===== src/rtl/bitorder_cksum_aggregate_pkg.sv =====
// Purpose: shared CRC-32 constants, aggregate length and the bit-step helper.
// Latency: n/a (constants and a combinational function only).
// Backpressure: n/a.
package bitorder_cksum_aggregate_pkg;

  localparam logic [31:0] CRC_POLY_REFL = 32'hEDB88320;
  localparam logic [31:0] CRC_INIT      = 32'hFFFFFFFF;
  localparam logic [31:0] CRC_RESIDUE   = 32'hDEBB20E3;
  localparam int          AGG_DIBITS    = 16;

  typedef logic [1:0] dibit_t;

  // One reflected CRC-32 step for a single wire bit.
  function automatic logic [31:0] crc_bit_step(input logic [31:0] crc, input logic b);
    logic fb;
    fb = crc[0] ^ b;
    return (crc >> 1) ^ (fb ? CRC_POLY_REFL : 32'h0000_0000);
  endfunction

endpackage


===== src/rtl/bitorder_cksum_aggregate_if.sv =====
// Purpose: bundles the rx, reorder, aggregate and checksum-status signals.
// Latency: n/a (wiring only).
// Backpressure: none; every stream is valid-only.
interface bitorder_cksum_aggregate_if;
  import bitorder_cksum_aggregate_pkg::*;

  logic        rx_axiiv;
  dibit_t      rx_axiid;
  logic        bo_axiov;
  dibit_t      bo_axiod;
  logic        ag_axiiv;
  dibit_t      ag_axiid;
  logic        ag_axiov;
  logic [31:0] ag_axiod;
  logic        ck_done;
  logic        ck_kill;

  modport master (
    output rx_axiiv, rx_axiid, ag_axiiv, ag_axiid,
    input  bo_axiov, bo_axiod, ag_axiov, ag_axiod, ck_done, ck_kill
  );

  modport slave (
    input  rx_axiiv, rx_axiid, ag_axiiv, ag_axiid,
    output bo_axiov, bo_axiod, ag_axiov, ag_axiod, ck_done, ck_kill
  );

endinterface


===== src/rtl/crc32_dibit_step.sv =====
// Purpose: advances a reflected CRC-32 register by one dibit (bit0 first, then bit1).
// Latency: combinational.
// Backpressure: none.
module crc32_dibit_step
  import bitorder_cksum_aggregate_pkg::*;
(
  input  logic [31:0] crc_in,
  input  dibit_t      dibit,
  output logic [31:0] crc_out
);

  assign crc_out = crc_bit_step(crc_bit_step(crc_in, dibit[0]), dibit[1]);

endmodule


===== src/rtl/bitorder_cksum_aggregate.sv =====
// Purpose: RMII dibit reorder to MSB-first, frame CRC-32 check, and first-32-bit payload capture.
// Latency: reorder 4 cycles; ck_done 1 cycle after rx_axiiv falls; ag_axiov 1 cycle after 16th dibit.
// Backpressure: none; all paths accept one dibit per clock unconditionally.
module bitorder_cksum_aggregate
  import bitorder_cksum_aggregate_pkg::*;
(
  input logic                      clk,
  input logic                      rst,
  bitorder_cksum_aggregate_if.slave bus
);

  // A frame cut by reset is ignored until its valid drops, so its tail never looks like a new frame.
  logic rx_armed;
  logic rx_vld;
  assign rx_vld = bus.rx_axiiv & rx_armed;

  // Track whether the rx stream is at a frame boundary we may start on.
  always_ff @(posedge clk) begin
    if (rst)                rx_armed <= ~bus.rx_axiiv;
    else if (!bus.rx_axiiv) rx_armed <= 1'b1;
  end

  // ---------------- bit reorder ----------------
  // Ping-pong buffers hold d0..d2; d3 is the byte's [7:6] and is emitted directly.
  logic [2:0][1:0] ro_buf [2];
  logic            ro_wr_sel;
  logic            ro_rd_sel;
  logic [1:0]      ro_wr_cnt;
  logic [1:0]      ro_rd_cnt;
  logic            bo_vld_q;
  dibit_t          bo_dat_q;

  // Fill one buffer while the other drains; a partial byte is dropped when valid falls.
  always_ff @(posedge clk) begin
    if (rst) begin
      ro_buf[0] <= '0;
      ro_buf[1] <= '0;
      ro_wr_sel <= 1'b0;
      ro_rd_sel <= 1'b0;
      ro_wr_cnt <= 2'd0;
      ro_rd_cnt <= 2'd0;
      bo_vld_q  <= 1'b0;
      bo_dat_q  <= '0;
    end else begin
      bo_vld_q <= 1'b0;
      bo_dat_q <= '0;
      if (ro_rd_cnt != 2'd0) begin
        bo_vld_q  <= 1'b1;
        bo_dat_q  <= ro_buf[ro_rd_sel][ro_rd_cnt - 2'd1];
        ro_rd_cnt <= ro_rd_cnt - 2'd1;
      end
      if (rx_vld) begin
        if (ro_wr_cnt == 2'd3) begin
          // Drain of the previous byte has always finished by the time this byte completes.
          bo_vld_q  <= 1'b1;
          bo_dat_q  <= bus.rx_axiid;
          ro_rd_sel <= ro_wr_sel;
          ro_rd_cnt <= 2'd3;
          ro_wr_sel <= ~ro_wr_sel;
          ro_wr_cnt <= 2'd0;
        end else begin
          ro_buf[ro_wr_sel][ro_wr_cnt] <= bus.rx_axiid;
          ro_wr_cnt                    <= ro_wr_cnt + 2'd1;
        end
      end else begin
        ro_wr_cnt <= 2'd0;
      end
    end
  end

  assign bus.bo_axiov = bo_vld_q;
  assign bus.bo_axiod = bo_dat_q;

  // ---------------- checksum ----------------
  logic [31:0] crc_q;
  logic [31:0] crc_base;
  logic [31:0] crc_next;
  logic        rx_vld_q;
  logic        ck_done_q;
  logic        ck_kill_q;

  // First dibit of a frame starts from the initial value rather than the stale register.
  assign crc_base = rx_vld_q ? crc_q : CRC_INIT;

  crc32_dibit_step u_crc_step (
    .crc_in  (crc_base),
    .dibit   (bus.rx_axiid),
    .crc_out (crc_next)
  );

  // Accumulate CRC over the frame; flag the residue check on the cycle after valid falls.
  always_ff @(posedge clk) begin
    if (rst) begin
      crc_q     <= CRC_INIT;
      rx_vld_q  <= 1'b0;
      ck_done_q <= 1'b0;
      ck_kill_q <= 1'b0;
    end else begin
      rx_vld_q  <= rx_vld;
      ck_done_q <= rx_vld_q & ~rx_vld;
      if (rx_vld) crc_q <= crc_next;
      if (rx_vld_q && !rx_vld)      ck_kill_q <= (crc_q != CRC_RESIDUE);
      else if (rx_vld && !rx_vld_q) ck_kill_q <= 1'b0;
    end
  end

  assign bus.ck_done = ck_done_q;
  assign bus.ck_kill = ck_kill_q;

  // ---------------- aggregate ----------------
  logic        ag_armed;
  logic        ag_vld;
  logic [4:0]  ag_cnt;
  logic        ag_stb_q;
  logic [31:0] ag_word_q;

  assign ag_vld = bus.ag_axiiv & ag_armed;

  // Shift in the first AGG_DIBITS dibits of each frame, strobe once, then freeze.
  always_ff @(posedge clk) begin
    if (rst) begin
      ag_armed  <= ~bus.ag_axiiv;
      ag_cnt    <= 5'd0;
      ag_stb_q  <= 1'b0;
      ag_word_q <= '0;
    end else begin
      if (!bus.ag_axiiv) ag_armed <= 1'b1;
      ag_stb_q <= 1'b0;
      if (!ag_vld) begin
        ag_cnt <= 5'd0;
      end else if (ag_cnt != 5'(AGG_DIBITS)) begin
        ag_word_q <= {ag_word_q[29:0], bus.ag_axiid};
        ag_cnt    <= ag_cnt + 5'd1;
        ag_stb_q  <= (ag_cnt == 5'(AGG_DIBITS - 1));
      end
    end
  end

  assign bus.ag_axiov = ag_stb_q;
  assign bus.ag_axiod = ag_word_q;

endmodule


===== src/flat_wrapper.sv =====
// flat-port wrapper written by rule: the top's interface ports become plain ports
module bitorder_cksum_aggregate_flat import bitorder_cksum_aggregate_pkg::*;
  (clk, rst, bus_rx_axiiv, bus_rx_axiid, bus_ag_axiiv, bus_ag_axiid, bus_bo_axiov, bus_bo_axiod, bus_ag_axiov, bus_ag_axiod, bus_ck_done, bus_ck_kill);
  bitorder_cksum_aggregate_if bus_i ();
  input logic clk;
  input logic rst;
  input wire logic [$bits(bus_i.rx_axiiv)-1:0] bus_rx_axiiv;
  input wire logic [$bits(bus_i.rx_axiid)-1:0] bus_rx_axiid;
  input wire logic [$bits(bus_i.ag_axiiv)-1:0] bus_ag_axiiv;
  input wire logic [$bits(bus_i.ag_axiid)-1:0] bus_ag_axiid;
  output wire logic [$bits(bus_i.bo_axiov)-1:0] bus_bo_axiov;
  output wire logic [$bits(bus_i.bo_axiod)-1:0] bus_bo_axiod;
  output wire logic [$bits(bus_i.ag_axiov)-1:0] bus_ag_axiov;
  output wire logic [$bits(bus_i.ag_axiod)-1:0] bus_ag_axiod;
  output wire logic [$bits(bus_i.ck_done)-1:0] bus_ck_done;
  output wire logic [$bits(bus_i.ck_kill)-1:0] bus_ck_kill;
  assign bus_i.rx_axiiv = bus_rx_axiiv;
  assign bus_i.rx_axiid = bus_rx_axiid;
  assign bus_i.ag_axiiv = bus_ag_axiiv;
  assign bus_i.ag_axiid = bus_ag_axiid;
  assign bus_bo_axiov = bus_i.bo_axiov;
  assign bus_bo_axiod = bus_i.bo_axiod;
  assign bus_ag_axiov = bus_i.ag_axiov;
  assign bus_ag_axiod = bus_i.ag_axiod;
  assign bus_ck_done = bus_i.ck_done;
  assign bus_ck_kill = bus_i.ck_kill;
  bitorder_cksum_aggregate u_core (.clk(clk), .rst(rst), .bus(bus_i));
endmodule

===== config.mk =====
export PLATFORM = sky130hd
export DESIGN_NAME = bitorder_cksum_aggregate_flat
export DESIGN_NICKNAME = d
export VERILOG_FILES = /design/src/rtl/bitorder_cksum_aggregate_pkg.sv /design/src/rtl/bitorder_cksum_aggregate_if.sv /design/src/rtl/crc32_dibit_step.sv /design/src/rtl/bitorder_cksum_aggregate.sv /design/src/flat_wrapper.sv
export SDC_FILE = /design/constraint.sdc
export NUM_CORES = 1
export LEC_CHECK = 0
export BUFFER_PORTS_ARGS = -buffer_cell sky130_fd_sc_hd__buf_4
export CELL_PAD_IN_SITES_DETAIL_PLACEMENT = 2
export CELL_PAD_IN_SITES_GLOBAL_PLACEMENT = 2
export CORE_MARGIN = 1
export CORE_UTILIZATION = 37
export DETAILED_ROUTE_END_ITERATION = 7
export GPL_TIMING_DRIVEN = 0
export PLACE_DENSITY_LB_ADDON = 0.1
export SYNTH_ARGS = -nofsm -noshare
export SYNTH_HDL_FRONTEND = slang
export SYNTH_SLANG_ARGS = --single-unit

===== constraint.sdc =====
create_clock -name clk -period 2.9 [get_ports clk]
set_input_delay 0.145 -clock clk [delete_from_list [all_inputs] [get_ports clk]]
set_output_delay 0.145 -clock clk [all_outputs]
set_load 0.02 [all_outputs]

==> results.md, run 1 <==
* Longest individual stage delay on the worst path at 0.50 ns
* Post-Route Skew at 0.00722 ns
* First-pass GRT wire length at 19700 um
* Category of the worst setup path launch point: flop
* Most frequent cell after synthesis: dfxtp_1
* Inserted Diodes at 0
* Clock tree from TritonCTS: done
* Ys flop type: dfxtp_1
* Critical path data arrival time at 2.31 ns
* Switching portion of total power at 0.256
* Floorplan die width at 109 um
* Synth top area cells: dfxtp_1, edfxtp_1, nand2_1
* Unrepaired setup endpoints after global routing: no
* Sinks on the clock net at 97
* Worst hold path class: in2reg
* Grt ovf at 0
* Number of flops mapped to enable cells by yosys at 14
* Total via count in the routed design at 3519
* Count of warnings emitted by yosys at 0
* Count of state elements after synthesis at 97
* Final-report hold violation count at 0
* Sequential fraction of design power at 0.517
* FF+latch area at 2080 um^2
* Highest Clock Rate at 493 MHz
* Post-synth design cell area at 4240 um^2
* Count of cells along the worst register-to-register path at 7
* Clock power frac at 0.393
* Design Power at 2790 uW
* Transition time of the tightest slew-check pin at 0.606 ns
* Share of the clock period used by the worst path at 0.700
* Critical path startpoint: u_core.rx_armed
* Post-route DRC violation count at 0
* Status: finished clean
* Terminus of the critical flop-to-flop path: u_core.bus.ck_kill
* Clock buffer depth at 2
* Synthesized instance count at 464
* Number of filler instances in the final layout at 1219
* Net load switching power at 713 uW
* Crit end category: flop
* CTS clk-pin slew, worst paths at 0.07 ns
* All-layer global routing usage at 0.225
* Post-route minimum period at 2.03 ns
* IR drop worst, VDD at 0.280 mV
* Floorplan row count at 38
* Post-detailed-route wirelength per cell at 18.4 um
* HPWL after DPL at 8790 um
* Final weighted congestion in routability-driven placement at 0.716
* Vias in the first global route at 3786
* Post-Route WL at 12200 um
* List of cells traversed by the critical path: and2_1, inv_2, buf_1, ha_1, nor2b_1, o41ai_1, a21oi_1
* Mean instance size in the synthesized netlist at 9.15 um^2
* Flop2flop setup slack at 0.87 ns
* Cell chosen for the clock root: clkbuf_16
* Required time reported for the critical path endpoint at 3.18 ns
* Largest net degree at the start of global routing at 16
* Height of the die at 109 um
* Iter 0 DRT Violations at 115
* Post-detailed-route via-to-cell ratio at 5.30
* Hold buffer count at cts at 0
* Fraction of registers with async set/reset at 0
* Post-route antenna net violation count at 0
* Net Count, Synth at 483
* Post-cts repair resize count at 0
* Count of input and output buffers at 44
* List of most frequent post-synthesis cells: dfxtp_1, nand2_1, nor2_1, a21oi_1, clkbuf_1
* Total power density per cell area at 556 nW/um^2
* Number of violations of the max-capacitance limit at 0
* Number of levels the H-tree was split into at 3
* Clk_lat worst skew at 0.35 ns
* I/O pin cnt at 46
* Capture point of the worst path: u_core.bus.ck_kill
* Area delta synth->final at 18.2%
* Highest-delay cell along the critical path: buf_1
* Share of post-route cells with drive strength above 1 at 0.143
* Area of the die at 11900 um^2
* Net count of the finished layout at 538
* Number of antenna violations at the first check in global routing at 0
* TritonCTS Buffers at 9
* Seq/Total Area, Yosys at 0.491
* Number of failing setup endpoints in the final timing report at 0
* Launching point of the worst reg2reg path: u_core.rx_armed
* Standard cell core area at 11000 um^2
* Share of power burned in combinational logic at 0.090
* First-pass detailed-route iteration total at 4
* Share of the synthesized area in the top cell type at 0.392
* Post-synthesis cell type count at 44
* Combined area of the multi-input logic cells at 1990 um^2
* Leak Pwr at 0.00185 uW
* Post-CTS setup repair buffer count at 0
* Worst Setup Path Type: reg2reg
* Final number of max-transition violations at 0
* Internal Power at 2080 uW
* Leading area contributor after synthesis: dfxtp_1
* Initial core utilization at 0.385
* Total Negative Setup Slacks at 0 ns
* Relative slew slack at 0.596
* Critical path peak fanout at 10
==> worst min-delay path by stage <==
| stage | depth (start not counted) | end | from |
|---|---|---|---|
| after floorplan | 2 | u_core.bus.ag_axiod[0] | bus_ag_axiid[0] |
| after global placement | 3 | u_core.bus.ag_axiod[1] | bus_ag_axiid[1] |
| after detailed placement | 3 | u_core.bus.ag_axiod[1] | bus_ag_axiid[1] |
| after CTS | 3 | u_core.bus.ag_axiod[1] | bus_ag_axiid[1] |
| after global routing | 3 | u_core.bus.ag_axiod[1] | bus_ag_axiid[1] |
| final | 3 | u_core.bus.ag_axiod[1] | bus_ag_axiid[1] |
==> sequential cells by signal, indices dropped and copies added (netlist names), 2 cells and up, named ones only <==
name and cells:
u_core.ro_rd_cnt 2, u_core.ro_wr_cnt 2, u_core.crc_q 32, u_core.bus.ag_axiod 32, u_core.ag_cnt 5, u_core.bus.bo_axiod 2
u_core.ro_buf 12
==> cell type report <==
class,instances,share of cell area
timing repair buffer,44,0.0659
multi-input combinational,326,0.397
clock buffer,11,0.0464
inverter,10,0.00749
sequential,97,0.415
buffer,31,0.0262
clock inverter,5,0.00649
tap,140,0.0349
==> cell families after synthesis <==
kind of cell / after synthesis / share of synthesized area
buffers and inverters: 41 / 0.0398
AOI/OAI and AO/OA: 79 / 0.122
muxes: 4 / 0.0159
adders and majority gates: 11 / 0.0324
and+or+nand+nor: 212 / 0.248
DFF: 97 / 0.491
xor gates and xnor gates: 20 / 0.0519
==> power groups by stage <==
stage	Sequential, uW	Combinational, uW	Clock (uW)
5_1_grt	1450	276	1180
2_1_floorplan	1460	167	0
3_3_place_gp	1470	241	0
4_1_cts	1440	255	1130
6_report	1440	250	1100
3_5_place_dp	1470	251	0
==> per-stage QoR <==
step            util  setup WS (ns)  cells  area, um^2  hold WS (ns)
2_1_floorplan      -           1.34    464        4240         0.281
3_3_place_gp   0.431          0.936    648        4750         0.405
3_5_place_dp   0.431          0.908    648        4750         0.423
4_1_cts        0.455          0.831    664        5010        0.0460
5_1_grt        0.455          0.688    664        5010        0.0624
6_report       0.455          0.870    664        5010        0.0611
==> metal layers <==
layer | wire (um) | vias up | GRT usage
met1 | 5580 | 1773 | 0.273
li1 | - | 1680 | -
met3 | 339 | 15 | 0.0347
met5 | 0 | - | 0
met2 | 6090 | 51 | 0.396
met4 | 183 | 0 | 0.0859
==> worst max-delay path: cells and delay by family (launching register included) <==
family / cells / cell delay (ns)
fa+ha+maj: 1 / 0.36
buf+inv: 2 / 0.67
compound gates: 2 / 0.22
flops: 1 / 0.39
simple gates: 2 / 0.31
==> placed cells by master (no fill, tap or decap), types with 4 or more instances in the layout <==
| master | netlist | routed |
|---|---|---|
| xnor2_1 | 15 | 15 |
| nor4_1 | 5 | 5 |
| nor2_1 | 47 | 47 |
| clkbuf_16 | 0 | 9 |
| buf_1 | 4 | 4 |
| a21oi_1 | 37 | 37 |
| a211oi_1 | 6 | 6 |
| and3_1 | 5 | 5 |
| dfxtp_1 | 83 | 83 |
| a211o_1 | 14 | 14 |
| nor3b_1 | 17 | 17 |
| clkbuf_1 | 22 | 24 |
| ha_1 | 11 | 11 |
| nor2b_1 | 8 | 8 |
| buf_4 | 1 | 45 |
| edfxtp_1 | 14 | 14 |
| nand2b_1 | 17 | 17 |
| nor3_1 | 12 | 12 |
| nand2_1 | 80 | 80 |
| inv_1 | 9 | 9 |
| o21bai_1 | 17 | 17 |
(Power assumes the default switching activity.)
==> run 2: changes to the inputs <==
Settings changed: ABC_AREA from default to 1, CORE_UTILIZATION 37 to 34.
Clock period 2.9 ns to 1.9 ns, I/O delays scaled along.
==> run 2 against run 1 <==
Register-to-register slack worse by 0.74 ns. Via count rose by 11%. Maximum frequency up 15%. Sequential share of layout area is 1.1 points lower. Sequential power increased by 59%. Critical endpoint is now u_core.bus.ag_axiod[10]. Largest cell class unchanged.
==> results.md, run 2 <==
* HPWL after DPL at 9910 um
* CTS clk-pin slew, worst paths at 0.07 ns
* Number of levels the H-tree was split into at 3
* Sinks on the clock net at 97
* Source of the worst hold timing path: bus_rx_axiiv
* Highest Clock Rate at 566 MHz
* Height of the die at 114 um
* FF+latch area at 2080 um^2
* Largest net degree at the start of global routing at 17
* List of most frequent post-synthesis cells: nand2_1, dfxtp_1, inv_1, a21oi_1, nor2_1
* Total power density per cell area at 999 nW/um^2
* Count of cells along the worst register-to-register path at 8
* I/O pin cnt at 46
* Category of the worst setup path launch point: flop
* Count of state elements after synthesis at 97
* Post-route DRC violation count at 0
* Critical path data arrival time at 2.04 ns
* Post-route minimum period at 1.77 ns
* Vias in the first global route at 4204
* Relative slew slack at 0.544
* Combined area of the multi-input logic cells at 1770 um^2
* Area of the die at 12900 um^2
* Total via count in the routed design at 3913
* Final-report hold violation count at 0
* Post-detailed-route via-to-cell ratio at 5.00
* Clock buffer depth at 2
* Commonest non-fill, non-tap cells in the layout: nand2_1, dfxtp_1, inv_1
* Post-route antenna net violation count at 0
* Leak Pwr at 0.00229 uW
* Crit end category: flop
* Iter 0 DRT Violations at 151
* Transition time of the tightest slew-check pin at 0.684 ns
* Critical path peak fanout at 10
* Inserted Diodes at 0
* Final core utilization at 0.427
* Synthesized instance count at 554
* Worst hold path class: in2reg
* Grt ovf at 0
* Floorplan die width at 114 um
* Area delta synth->final at 21.7%
* First-pass GRT wire length at 21400 um
* Post-CTS setup repair buffer count at 0
* Number of antenna violations at the first check in global routing at 0
* IR drop worst, VDD at 0.494 mV
* Commonest non-fill, non-tap cell in the layout: nand2_1
* Most frequent cell after synthesis: nand2_1
* Terminus of the critical flop-to-flop path: u_core.bus.ag_axiod[10]
* Number of violations of the max-capacitance limit at 0
* Count of warnings emitted by yosys at 0
* Worst Setup Path Type: reg2reg
* Standard cell core area at 12100 um^2
* Fraction of registers with async set/reset at 0
* Required time reported for the critical path endpoint at 2.17 ns
* Post-synth design cell area at 4230 um^2
* Layout Cell Area excl Fill at 5150 um^2
* Seq/Total Area, Yosys at 0.492
* Design Power at 5140 uW
* Net Count, Synth at 573
* Number of failing setup endpoints in the final timing report at 0
* Clk_lat worst skew at 0.35 ns
* Share of the clock period used by the worst path at 0.930
* Share of post-route cells with drive strength above 1 at 0.132
* Post-Route Skew at 0.00805 ns
* Floorplan row count at 40
* Number of filler instances in the final layout at 1392
* Post-Route WL at 13300 um
* Leading area contributor after synthesis: dfxtp_1
* Mean instance size in the synthesized netlist at 7.63 um^2
* Cell chosen for the clock root: clkbuf_16
* Post-detailed-route wirelength per cell at 17.1 um
* Flop2flop setup slack at 0.13 ns
* Count of input and output buffers at 44
* Status: finished clean
* Clock tree from TritonCTS: done
* Capture point of the worst path: u_core.bus.ag_axiod[10]
* Final number of max-transition violations at 0
* Final weighted congestion in routability-driven placement at 0.741
* Synth top area cells: dfxtp_1, edfxtp_1, nand2_1
* TritonCTS Buffers at 9
* First-pass detailed-route iteration total at 4
* Net count of the finished layout at 628
* Share of the synthesized area in the top cell type at 0.393
* Post-synthesis cell type count at 31
* Ys flop type: dfxtp_1
* Post-DP Area at 4770 um^2
* Critical path startpoint: u_core.ag_cnt[0]
* Number of flops mapped to enable cells by yosys at 14
* Initial core utilization at 0.351
* All-layer global routing usage at 0.217
* Launching point of the worst reg2reg path: u_core.ag_cnt[0]
## run 2: kinds of logic (layout without fill, tap and decap cells)
kind of cell,Yosys count,count (layout),share of synthesized area
flip-flops,97,97,0.492
AO/OA/AOI/OAI,132,132,0.169
XOR/XNOR,1,1,0.00207
AND/OR/NAND/NOR,215,215,0.214
adder cells (fa/ha/maj),11,11,0.0325
buffers and inverters,98,158,0.0896
## run 2: where the power goes
part / total (uW) / leakage (uW) / switching (uW) / internal (uW)
combinational: 602 / 0.00128 / 401 / 200
clock: 2250 / 0.000180 / 792 / 1460
sequential: 2290 / 0.000826 / 88.3 / 2200
total: 5140 / 0.00229 / 1280 / 3860
## run 2: per-layer routing
metal	vias to the layer above	wire length [um]	global-route usage
met5	-	0	0
met4	0	143	0.0526
met3	14	294	0.0446
met2	40	7110	0.416
met1	1946	5800	0.244
li1	1913	-	-
## run 2: per-stage QoR
| stage | instances | setup WS, ns | hold WS [ns] | setup TNS, ns |
|---|---|---|---|---|
| 6_report | 782 | 0.134 | 0.0162 | 0 |
| 5_1_grt | 782 | -0.00257 | 0.0136 | -0.00547 |
| 4_1_cts | 782 | 0.0556 | 0.00722 | 0 |
| 3_5_place_dp | 766 | -0.0624 | 0.370 | -0.0732 |
| 3_3_place_gp | 766 | 0.0740 | 0.364 | 0 |
| 2_1_floorplan | 554 | 0.467 | 0.232 | 0 |
## run 2: timing repair
item / 4_1_cts / 5_1_grt
gates resized for setup: 2 / 6
endpoints found under the setup margin: 4 / 15
hold buffers: 0 / 0
## run 2: worst min path at each step
| stage | end | depth (start not counted) | slack, ns |
|---|---|---|---|
| finish | u_core.rx_armed | 2 | 0.02 |
| global route | u_core.rx_armed | 2 | 0.01 |
| CTS | u_core.rx_armed | 2 | 0.007 |
| detailed placement | u_core.rx_armed | 2 | 0.37 |
| global placement | u_core.rx_armed | 2 | 0.36 |
| floorplan | u_core.ag_armed | 1 | 0.23 |
## run 2: layout make-up
| cell class | count | area share |
|---|---|---|
| clock inverter | 5 | 0.0245 |
| buffer | 26 | 0.0226 |
| tap | 168 | 0.0408 |
| sequential | 97 | 0.404 |
| timing repair buffer | 44 | 0.0642 |
| inverter | 72 | 0.0525 |
| multi-input combinational | 359 | 0.344 |
| clock buffer | 11 | 0.0471 |
## run 2: critical path: stages, from the launching register on
cell	delay, ns
dfxtp_1	0.39
inv_1	0.09
ha_1	0.21
nand4_2	0.16
nand2_1	0.16
inv_1	0.17
buf_2	0.25
o21ai_0	0.11
a21oi_1	0.16
